--- src/rtl/spi_slave_sync.sv ---
// Mode-0 SPI responder that runs on the system clock and oversamples asynchronous SCLK/CS_N/MOSI.
// Optional SPI_SLAVE_MISO_OE_EN adds a miso_oe output for a tri-state pad.
module spi_slave_sync #(
    parameter int DATA_WIDTH  = 8,
    parameter int SYNC_STAGES = 2
) (
    input  logic                  clk,
    input  logic                  rst,
    input  logic                  sclk,
    input  logic                  cs_n,
    input  logic                  mosi,
    output logic                  miso,
`ifdef SPI_SLAVE_MISO_OE_EN
    output logic                  miso_oe,
`endif
    input  logic [DATA_WIDTH-1:0] tx_data,
    input  logic                  tx_valid,
    output logic                  tx_ready,
    output logic [DATA_WIDTH-1:0] rx_data,
    output logic                  rx_valid,
    output logic                  busy
);

    localparam int CW = $clog2(DATA_WIDTH + 1);

    typedef enum logic {IDLE, ACTIVE} state_t;

    state_t                  state;
    logic [SYNC_STAGES-1:0]  sclk_sync;
    logic [SYNC_STAGES-1:0]  cs_sync;
    logic [SYNC_STAGES-1:0]  mosi_sync;
    logic                    sclk_d;
    logic                    cs_d;
    logic                    mosi_d;
    logic                    sclk_rise;
    logic                    sclk_fall;
    logic                    cs_fall;
    logic                    cs_rise;
    logic [DATA_WIDTH-1:0]   tx_buf;
    logic                    tx_full;
    logic [DATA_WIDTH-1:0]   tx_shift;
    logic [DATA_WIDTH-1:0]   rx_shift;
    logic [CW-1:0]           bit_cnt;
    logic                    reload_pend;
    logic                    word_load;

    // Edge pulses are registered; mosi_d is captured alongside so it lines up with sclk_rise.
    always_ff @(posedge clk or posedge rst) begin
        if (rst) begin
            sclk_sync <= '0;
            cs_sync   <= '1;
            mosi_sync <= '0;
            sclk_d    <= 1'b0;
            cs_d      <= 1'b1;
            mosi_d    <= 1'b0;
            sclk_rise <= 1'b0;
            sclk_fall <= 1'b0;
            cs_fall   <= 1'b0;
            cs_rise   <= 1'b0;
        end else begin
            sclk_sync <= {sclk_sync[SYNC_STAGES-2:0], sclk};
            cs_sync   <= {cs_sync[SYNC_STAGES-2:0], cs_n};
            mosi_sync <= {mosi_sync[SYNC_STAGES-2:0], mosi};
            sclk_d    <= sclk_sync[SYNC_STAGES-1];
            cs_d      <= cs_sync[SYNC_STAGES-1];
            mosi_d    <= mosi_sync[SYNC_STAGES-1];
            sclk_rise <= sclk_sync[SYNC_STAGES-1] & ~sclk_d;
            sclk_fall <= ~sclk_sync[SYNC_STAGES-1] & sclk_d;
            cs_fall   <= ~cs_sync[SYNC_STAGES-1] & cs_d;
            cs_rise   <= cs_sync[SYNC_STAGES-1] & ~cs_d;
        end
    end

    assign word_load = ((state == IDLE) && cs_fall) ||
                       ((state == ACTIVE) && sclk_fall && reload_pend);

    always_ff @(posedge clk or posedge rst) begin
        if (rst) begin
            state       <= IDLE;
            tx_buf      <= '0;
            tx_full     <= 1'b0;
            tx_shift    <= '0;
            rx_shift    <= '0;
            rx_data     <= '0;
            rx_valid    <= 1'b0;
            bit_cnt     <= '0;
            reload_pend <= 1'b0;
        end else begin
            rx_valid <= 1'b0;
            if (bit_cnt == CW'(DATA_WIDTH)) begin
                rx_data  <= rx_shift;
                rx_valid <= 1'b1;
                bit_cnt  <= '0;
            end
            if (word_load) begin
                tx_shift <= tx_full ? tx_buf : '0;
                tx_full  <= 1'b0;
            end
            // Accept after load so an underrun load cannot swallow a same-cycle write.
            if (tx_valid && !tx_full) begin
                tx_buf  <= tx_data;
                tx_full <= 1'b1;
            end
            case (state)
                IDLE: begin
                    if (cs_fall) begin
                        bit_cnt     <= '0;
                        reload_pend <= 1'b0;
                        state       <= ACTIVE;
                    end
                end
                ACTIVE: begin
                    if (sclk_rise) begin
                        rx_shift <= {rx_shift[DATA_WIDTH-2:0], mosi_d};
                        bit_cnt  <= bit_cnt + 1'b1;
                        if (bit_cnt == CW'(DATA_WIDTH - 1))
                            reload_pend <= 1'b1;
                    end
                    if (sclk_fall) begin
                        if (reload_pend)
                            reload_pend <= 1'b0;
                        else
                            tx_shift <= {tx_shift[DATA_WIDTH-2:0], 1'b0};
                    end
                    // A final rise coinciding with deselect still completes the word.
                    if (cs_rise) begin
                        state       <= IDLE;
                        reload_pend <= 1'b0;
                        if (!(sclk_rise && bit_cnt == CW'(DATA_WIDTH - 1)))
                            bit_cnt <= '0;
                    end
                end
                default: state <= IDLE;
            endcase
        end
    end

    assign busy     = (state == ACTIVE);
    assign tx_ready = ~tx_full;

`ifdef SPI_SLAVE_MISO_OE_EN
    assign miso    = tx_shift[DATA_WIDTH-1];
    assign miso_oe = busy;
`else
    assign miso    = busy & tx_shift[DATA_WIDTH-1];
`endif

endmodule

--- config.mk ---
export PLATFORM = sky130hd
export DESIGN_NAME = spi_slave_sync
export DESIGN_NICKNAME = d
export VERILOG_FILES = /design/src/rtl/spi_slave_sync.sv
export SDC_FILE = /design/constraint.sdc
export NUM_CORES = 1
export LEC_CHECK = 0
export ABC_AREA = 1
export CORE_ASPECT_RATIO = 0.5
export CORE_MARGIN = 4
export CORE_UTILIZATION = 40
export DETAILED_ROUTE_END_ITERATION = 8
export PLACE_DENSITY = 0.57
export SETUP_SLACK_MARGIN = 0.4
export SYNTH_ARGS = -nofsm -noshare
export SYNTH_HDL_FRONTEND = slang
export SYNTH_SLANG_ARGS = --single-unit
--- constraint.sdc ---
create_clock -name clk -period 1.9 [get_ports clk]
set_input_delay 0.475 -clock clk [delete_from_list [all_inputs] [get_ports clk]]
set_output_delay 0.475 -clock clk [all_outputs]
set_load 0.005 [all_outputs]
# [Word level (Yosys, flattened, before mapping)]
# Index checks and enable logic that the tools add are counted.
[totals] ff_bits=53 in_bits=14 output_inout_bits=12 word_cells=67
[op_classes] n_addsub=1 n_eq_ne=3 n_mux=24 n_bitwise=11 n_reduce_logical=9
[ops] cell="8-bit two-way mux" count=5
[ops] cell="4-bit two-way mux" count=5
[ops] cell="1-bit two-way mux" count=11
[ops] cell="4-bit case mux with 2 select lines" count=1
[ops] cell="1-bit inverter" count=6
[ops] cell="1-bit bitwise AND" count=5
[ops] cell="1-bit logical AND" count=5
[ops] cell="4-bit by 1-bit adder with 4-bit output (second input constant)" count=1
[ops] cell="4-bit by 3-bit equality test with 1-bit output (second input constant)" count=1
[ops] cell="4-bit equality test (second input constant)" count=1
[ops] cell="1-bit case mux with 2 select lines" count=2
[ops] cell="2-bit != test (second input constant)" count=1
[ops] cell="2-bit AND reduction" count=1
[ops] cell="2-bit nonzero test" count=1
[ops] cell="1-bit zero test" count=1
[ops] cell="1-bit logical OR" count=1

# [Longest topological paths before layout]
# Gate-level depths: netlist of the first run.
[depth] depth_word=7 depth_mapped=8

# [Least setup slack after synthesis of the first run]
# No wires, ideal clock.
[synth_timing] path_kind="flip-flop to flip-flop" startpoint="register bit_cnt[0]" endpoint="register bit_cnt[3]" t_arrival_ps=1058 t_required_ps=1783 path_slack_ps=725 path_stages_with_launch=7 n_path_buf=1 synth_period_minus_slack_ps=1175 path_cell_list="dfrtp_1 inv_1 ha_1 nand3_4 buf_4 nand3_1 nand2_1"
[synth_between] elab_chain_cells=6 word_cells_on_any_way=10
[synth_rtl] item="from (decl)" line_no="43" text="logic [CW-1:0] bit_cnt;"
[synth_rtl] item="from (signal assigned)" line_no="115" text="bit_cnt <= bit_cnt + 1'b1;"
[synth_rtl] item="branches (longest 5 deep; another with 4-bit by 1-bit adder with 4-bit output)"
[synth_rtl] item="4-bit case mux with 2 select lines *" line_no="104" text="case (state)"
# Mark *: on every way between the ends.
# A chain may end at the register's enable or synchronous reset.

# [Final worst setup path of the first run]
[layout_timing] startpoint="register rx_data[7]" endpoint="output rx_data[7]"
[layout_lines] item="from (decl)" line_no="19" text="output logic [DATA_WIDTH-1:0] rx_data,"
[layout_lines] item="from (signal assigned)" line_no="91" text="rx_data <= rx_shift;"
# No word-level cell between the ends.

==> flow_metrics.tcl, run 1 <==
set metrics [dict create \
    drt-vias-per-instance 4.57 \
    timing.critical_path.cells "dlygate4sd2_1" \
    vias_after_detailed_routing 1514 \
    fin_nets 276 \
    outcome "finished clean" \
    number_of_max_slew_violations_in_the_final_report 0 \
    cp_data_arrival_time_ps 940 \
    dieHeight_um 60.5 \
    io_pins 26 \
    vdd_drop_max_mv 0.525 \
    antenna_found_initial 0 \
    die_width_um 113 \
    mappedNetlistNets 240 \
    grt_usage 0.119 \
    setup.worst_path.class "reg -> out" \
    detailedRoute.firstPassIterationCount 4 \
    start_util 0.431 \
    remaining_drc_errors 0 \
    cts_buffers 5 \
    synth_top_cell_by_area "sky130_fd_sc_hd__dfrtp_1" \
    clock_edge_transition_at_the_registers_on_the_reported_setup_and_hold_paths_ps 90 \
    synthToLayoutAreaGrowth_pct 21.5 \
    critPathTopFamily "flip-flops" \
    overall_overflow_remaining_after_global_route 0 \
    maximum_level_of_the_cts_h_tree 2 \
    netlist_area_before_placement_sq_mm 0.00220 \
    hold_buffers 0 \
    totalNegativeSetupSlack_ps 0 \
    postSynthAreaPerCell_sq_um 9.84 \
    maxCapViolations 0 \
    max_slew_margin 0.717 \
    port_buffers 25 \
    drive_above_1_share 0.176 \
    final-hold-violation-count 0 \
    synth-seq-area-share 0.603 \
    final_core_utilization 0.524 \
    synth_cell_types 24 \
    yosys_warnings 0 \
    grt_first_pass_wirelength_um 6450 \
    synth-async-reset-ratio 1.00 \
    place.detailed.hpwl_um 2540 \
    fin_total_pwr_mw 3.27 \
    clock-root-buffer "sky130_fd_sc_hd__clkbuf_8" \
    tritoncts "yes" \
    globalplace.congestion 0.813 \
    cts-root-to-sink-buffers 2 \
    synthTopCellsByCount "56 x sky130_fd_sc_hd__nand2_1, 50 x sky130_fd_sc_hd__dfrtp_1, 29 x sky130_fd_sc_hd__inv_1, 21 x sky130_fd_sc_hd__o21ai_0, 17 x sky130_fd_sc_hd__nand3_1" \
    netlist.area_leader.share 0.568 \
    synth_cells 224 \
    core_area_sq_mm 0.00511 \
    finalCritPeriodShare 0.745 \
    required_ps 1420 \
    core.rowCount 18 \
    p_per_area_mw_per_mm2 1220 \
    timing.final.setup_violations 0 \
    worst-slew-pin-transition_ps 423 \
    synth_seq_cells 53 \
    clkSinkCount 53 \
    max_stage_delay_ps 380 \
    setup_repair_after_global_routing_missed_its_margin "no" \
    number_of_global_route_vias_before_repair 1498 \
    grt_max_degree 54 \
    final_period_minus_worst_setup_slack_ps 1420 \
    critical_path.endpoint_type "output port" \
    diode_count 0 \
    route.detailed.wl_per_inst_um 10.9 \
    synth_area_leaders "sky130_fd_sc_hd__dfrtp_1 57%, sky130_fd_sc_hd__nand2_1 9.5%, sky130_fd_sc_hd__inv_1 4.9%" \
    clkLatencyLatePin_ps 300 \
    path_buf_inv 1 \
    synthFlopType "sky130_fd_sc_hd__dfrtp_1" \
    postRouteAntennaNets 0 \
    synth.most_common_cell "sky130_fd_sc_hd__nand2_1" \
    slowest_stage_cell_crit_path "sky130_fd_sc_hd__dfrtp_1" \
    achievable-frequency_mhz 707 \
    critical_path_peak_fanout 2 \
    finalClockSkew_ps 7.51 \
    synth-edff-count 0 \
    crit_path_start_kind "register" \
    holdCritPathClass "reg -> reg" \
    power.static_leakage_nw 1.33 \
    die_area_sq_mm 0.00684 \
    first_iter_violations 49 \
    wirelength_routed_um 3600 \
]
==> report_power, final <==
| group | switching (mW) | internal (mW) | total, mW |
|---|---|---|---|
| Clock | 0.346 | 0.430 | 0.776 |
| Combinational | 0.424 | 0.432 | 0.856 |
| Sequential | 0.179 | 1.46 | 1.64 |
==> repair_timing <==
item                                   4_1_cts  5_1_grt
gates resized for setup                     15        4
setup buffers                                7        0
setup endpoints to repair                   12        3
endpoints found under the hold margin        0        0
pin swaps                                    0        1
==> sequential cells by signal, indices dropped and copies added (netlist names), 2 cells and up <==
register,cells
rx_data,8
rx_shift,8
tx_buf,8
tx_shift,8
bit_cnt,4
cs_sync,2
mosi_sync,2
sclk_sync,2
==> cell families (layout without fill, tap and decap cells) <==
kind of cell             Yosys count  count (layout)  share of synthesized area
buffers and inverters             37              74                     0.0755
multiplexers                       8               8                     0.0409
AO/OA/AOI/OAI                     28              28                     0.0641
flip-flops                        53              53                      0.603
adder cells (fa/ha/maj)            2               2                     0.0113
AND/OR/NAND/NOR                   96              96                      0.205
==> metrics by stage <==
stage,setup WS [ps],instance area (sq um),hold slack [ps],cells
floorplan,725,2210,331,224
global placement,340,2530,335,316
detailed placement,327,2530,336,316
CTS,337,2690,360,331
global route,418,2680,362,331
finish,485,2680,355,331
==> path summary, 6_finish.rpt <==
path / startpoint / end / slack, ps / depth (start not counted)
min in group asynchronous: rst / tx_buf[6] / 600 / 3
worst min register to register: sclk_sync[0] / sclk_sync[1] / 350 / 0
max in group asynchronous: rst / cs_d / 1030 / 3
worst min-delay path: sclk_sync[0] / sclk_sync[1] / 350 / 0
worst max-delay path: rx_data[7] / rx_data[7] / 480 / 1
worst max register to register: bit_cnt[0] / bit_cnt[0] / 480 / 7
==> per-layer routing <==
layer	up-vias	wire, um	GRT usage
li1	773	-	-
met1	713	1780	0.147
met2	26	1620	0.205
met3	2	187	0.0428
met4	0	10	0.0274
met5	-	0	0
==> cell type report <==
cell class	count	area, sq um
repair buffers	34	309
inverters	32	124
fillers	486	2430
clock buffers	7	86.3
well taps	70	87.6
flip-flops and latches	53	1330
multi-input cells	134	708
clock inverters	1	30.0
==> cells in the final DEF, fill, tap and decap left out, drive strengths merged <==
master	n
nand2	59
dfrtp	50
inv	31
o21ai	22
nand3	19
clkdlybuf4s50	13
nor2	13
dlygate4sd2	9
buf	9
clkbuf	9
mux2	8
a21oi	5
or2	4
dfstp	3
ha	2
o22ai	1
nand4	1
clkinvlp	1
bufinv	1
clkdlybuf4s15	1
(Power assumes the default switching activity.)
==> run 2, diff against run 1 <==
Settings changed: PLACE_DENSITY 0.57 to 0.6.
Clock period 1.9 ns to 1.1 ns, I/O delays scaled along.
==> run 2 against run 1 <==
Compared with the run above:
- total power is 95% higher
- the run now ends with negative setup slack left
- critical path type is now reg -> reg
- utilization is 10 points higher
- clock power is 43% higher
==> flow_metrics.tcl, run 2 (same netlist as run 1, synthesis figures left out) <==
set metrics [dict create \
    outcome "complete, but fails checks" \
    violated_checks "negative setup slack" \
    die_area_sq_mm 0.00684 \
    most-common-layout-cells "49 x sky130_fd_sc_hd__dfrtp_1, 32 x sky130_fd_sc_hd__nand2_1, 23 x sky130_fd_sc_hd__buf_4" \
    layout_commonest_cell "sky130_fd_sc_hd__dfrtp_1" \
    vias_after_detailed_routing 1661 \
    final_period_minus_worst_setup_slack_ps 1310 \
    cts-root-to-sink-buffers 2 \
    clock-root-buffer "sky130_fd_sc_hd__clkbuf_8" \
    final-hold-violation-count 0 \
    finalClockSkew_ps 7.32 \
    critical_path_peak_fanout 6 \
    maxCapViolations 0 \
    timing.critical_path.cells "buf_6 > buf_6 > buf_8 > nand3_2 > nand2_4 > nand2_1 > nand3_1 > nand2_1 > inv_1" \
    overall_overflow_remaining_after_global_route 0 \
    clkSinkCount 53 \
    die_width_um 113 \
    grt_usage 0.144 \
    cp_data_arrival_time_ps 1510 \
    timing.final.setup_violations 43 \
    required_ps 1300 \
    core.rowCount 18 \
    port_buffers 25 \
    achievable-frequency_mhz 764 \
    wirelength_routed_um 4490 \
    drive_above_1_share 0.457 \
    fin_nets 306 \
    fillCellCount 408 \
    postRouteAntennaNets 0 \
    tritoncts "yes" \
    holdCritPathClass "in -> async" \
    maximum_level_of_the_cts_h_tree 2 \
    clock_edge_transition_at_the_registers_on_the_reported_setup_and_hold_paths_ps 90 \
    crit_path_start_kind "register" \
    worst-slew-pin-transition_ps 376 \
    setup.worst_path.class "reg -> reg" \
    critPathTopFamily "simple AND/OR/NAND/NOR gates" \
    path_buf_inv 4 \
    slowest_stage_cell_crit_path "sky130_fd_sc_hd__dfrtp_1" \
    synthToLayoutAreaGrowth_pct 45.4 \
    place.detailed.instances 336 \
    start_util 0.431 \
    route.detailed.wl_per_inst_um 12.4 \
    number_of_global_route_vias_before_repair 1598 \
    finalCritPeriodShare 1.19 \
    detailedRoute.firstPassIterationCount 4 \
    final-instance-count-excl-fill 361 \
    placed_inst_area_sq_mm 0.00273 \
    diode_count 0 \
    number_of_max_slew_violations_in_the_final_report 0 \
    core_area_sq_mm 0.00511 \
    remaining_drc_errors 0 \
    cts_buffers 5 \
    place.detailed.hpwl_um 2830 \
    stdcell_area_sq_mm 0.00321 \
    power.static_leakage_nw 1.55 \
    antenna_found_initial 0 \
    drt-vias-per-instance 4.60 \
    dieHeight_um 60.5 \
    dp_slack_ps -245 \
    grt_max_degree 34 \
    clkLatencyLatePin_ps 300 \
    first_iter_violations 70 \
    holdWs_ps 355 \
    setup_repair_after_global_routing_missed_its_margin "yes" \
    globalplace.congestion 0.764 \
    p_per_area_mw_per_mm2 1990 \
    grt_first_pass_wirelength_um 7580 \
    hold_buffers 0 \
    io_pins 26 \
    vdd_drop_max_mv 1.07 \
    max_stage_delay_ps 390 \
    critical_path.endpoint_type "register" \
    max_slew_margin 0.750 \
    final.setup.worst_slack_ps -209 \
]
run 2: cell count changes in the layout (fill, tap and decap cells not counted), moves of 7 or more:
| cell | previous run | this run |
|---|---|---|
| sky130_fd_sc_hd__nand2_1 | 56 | 32 |
| sky130_fd_sc_hd__o21ai_0 | 21 | 4 |
| sky130_fd_sc_hd__nand2_2 | 1 | 17 |
| sky130_fd_sc_hd__buf_4 | 8 | 23 |
| sky130_fd_sc_hd__buf_2 | 0 | 10 |
| sky130_fd_sc_hd__o21ai_1 | 1 | 11 |
| sky130_fd_sc_hd__buf_6 | 0 | 8 |
| sky130_fd_sc_hd__nand2_4 | 2 | 10 |
| sky130_fd_sc_hd__dlygate4sd2_1 | 9 | 2 |
| sky130_fd_sc_hd__inv_1 | 28 | 21 |
| sky130_fd_sc_hd__o21ai_2 | 0 | 7 |
run 2: path summary, 6_finish.rpt:
check,from,to,slack [ps],cells past startpoint
hold / removal,rst,sclk_sync[1],360,3
min in group clk,sclk_sync[0],sclk_sync[1],360,0
max in group asynchronous,rst,bit_cnt[0],520,3
setup / recovery,busy,tx_shift[3],-210,9
setup reg to reg,busy,tx_shift[3],-210,9
hold reg to reg,sclk_sync[0],sclk_sync[1],360,0
run 2: layout make-up:
type / count / area [sq um] / share of cell area
well taps: 70 / 87.6 / 0.0273
multi-input cells: 136 / 987 / 0.308
repair buffers: 62 / 581 / 0.181
inverters: 32 / 129 / 0.0402
clock buffers: 8 / 90.1 / 0.0281
flip-flops and latches: 53 / 1330 / 0.415
run 2: repair_timing:
item                       in CTS  in global routing
setup endpoints to repair      54                 54
setup buffers                   9                  4
resized for setup              91                 43
pin swaps                      11                  8
gates cloned                    3                  1
run 2: report_power, final:
group          leakage [nW]  internal (mW)  switching [mW]
Sequential            0.660           2.52           0.403
Clock                0.0455          0.515           0.596
Combinational         0.848           1.27            1.07
run 2: worst register-to-register path: stages (launching register included):
cell and delay (ps):
sky130_fd_sc_hd__dfrtp_1 390, sky130_fd_sc_hd__buf_6 120, sky130_fd_sc_hd__buf_6 100, sky130_fd_sc_hd__buf_8 130
sky130_fd_sc_hd__nand3_2 120, sky130_fd_sc_hd__nand2_4 80, sky130_fd_sc_hd__nand2_1 80, sky130_fd_sc_hd__nand3_1 70
sky130_fd_sc_hd__nand2_1 70, sky130_fd_sc_hd__inv_1 40
run 2: layer usage:
metal / track usage / part of all wire / vias to the layer above
li1: - / - / 836
met1: 0.183 / 0.47 / 793
met2: 0.237 / 0.47 / 28
met3: 0.0498 / 0.043 / 4
met4: 0.0445 / 0.011 / 0
met5: 0 / 0 / -
run 2: through the flow:
step	util	power [mW]	setup TNS [ps]
2_1_floorplan	-	3.93	-149
3_3_place_gp	0.535	4.59	-2820
3_5_place_dp	0.535	4.67	-3540
4_1_cts	0.587	6.02	-3070
5_1_grt	0.627	6.84	-6350
6_report	0.627	6.37	-3700
==> run 3, diff against run 2 <==
Settings changed: GPL_ROUTABILITY_DRIVEN set to 0.
==> results of run 3 <==
Same layout as run 2: the final DEF is identical, and so are final timing and power.
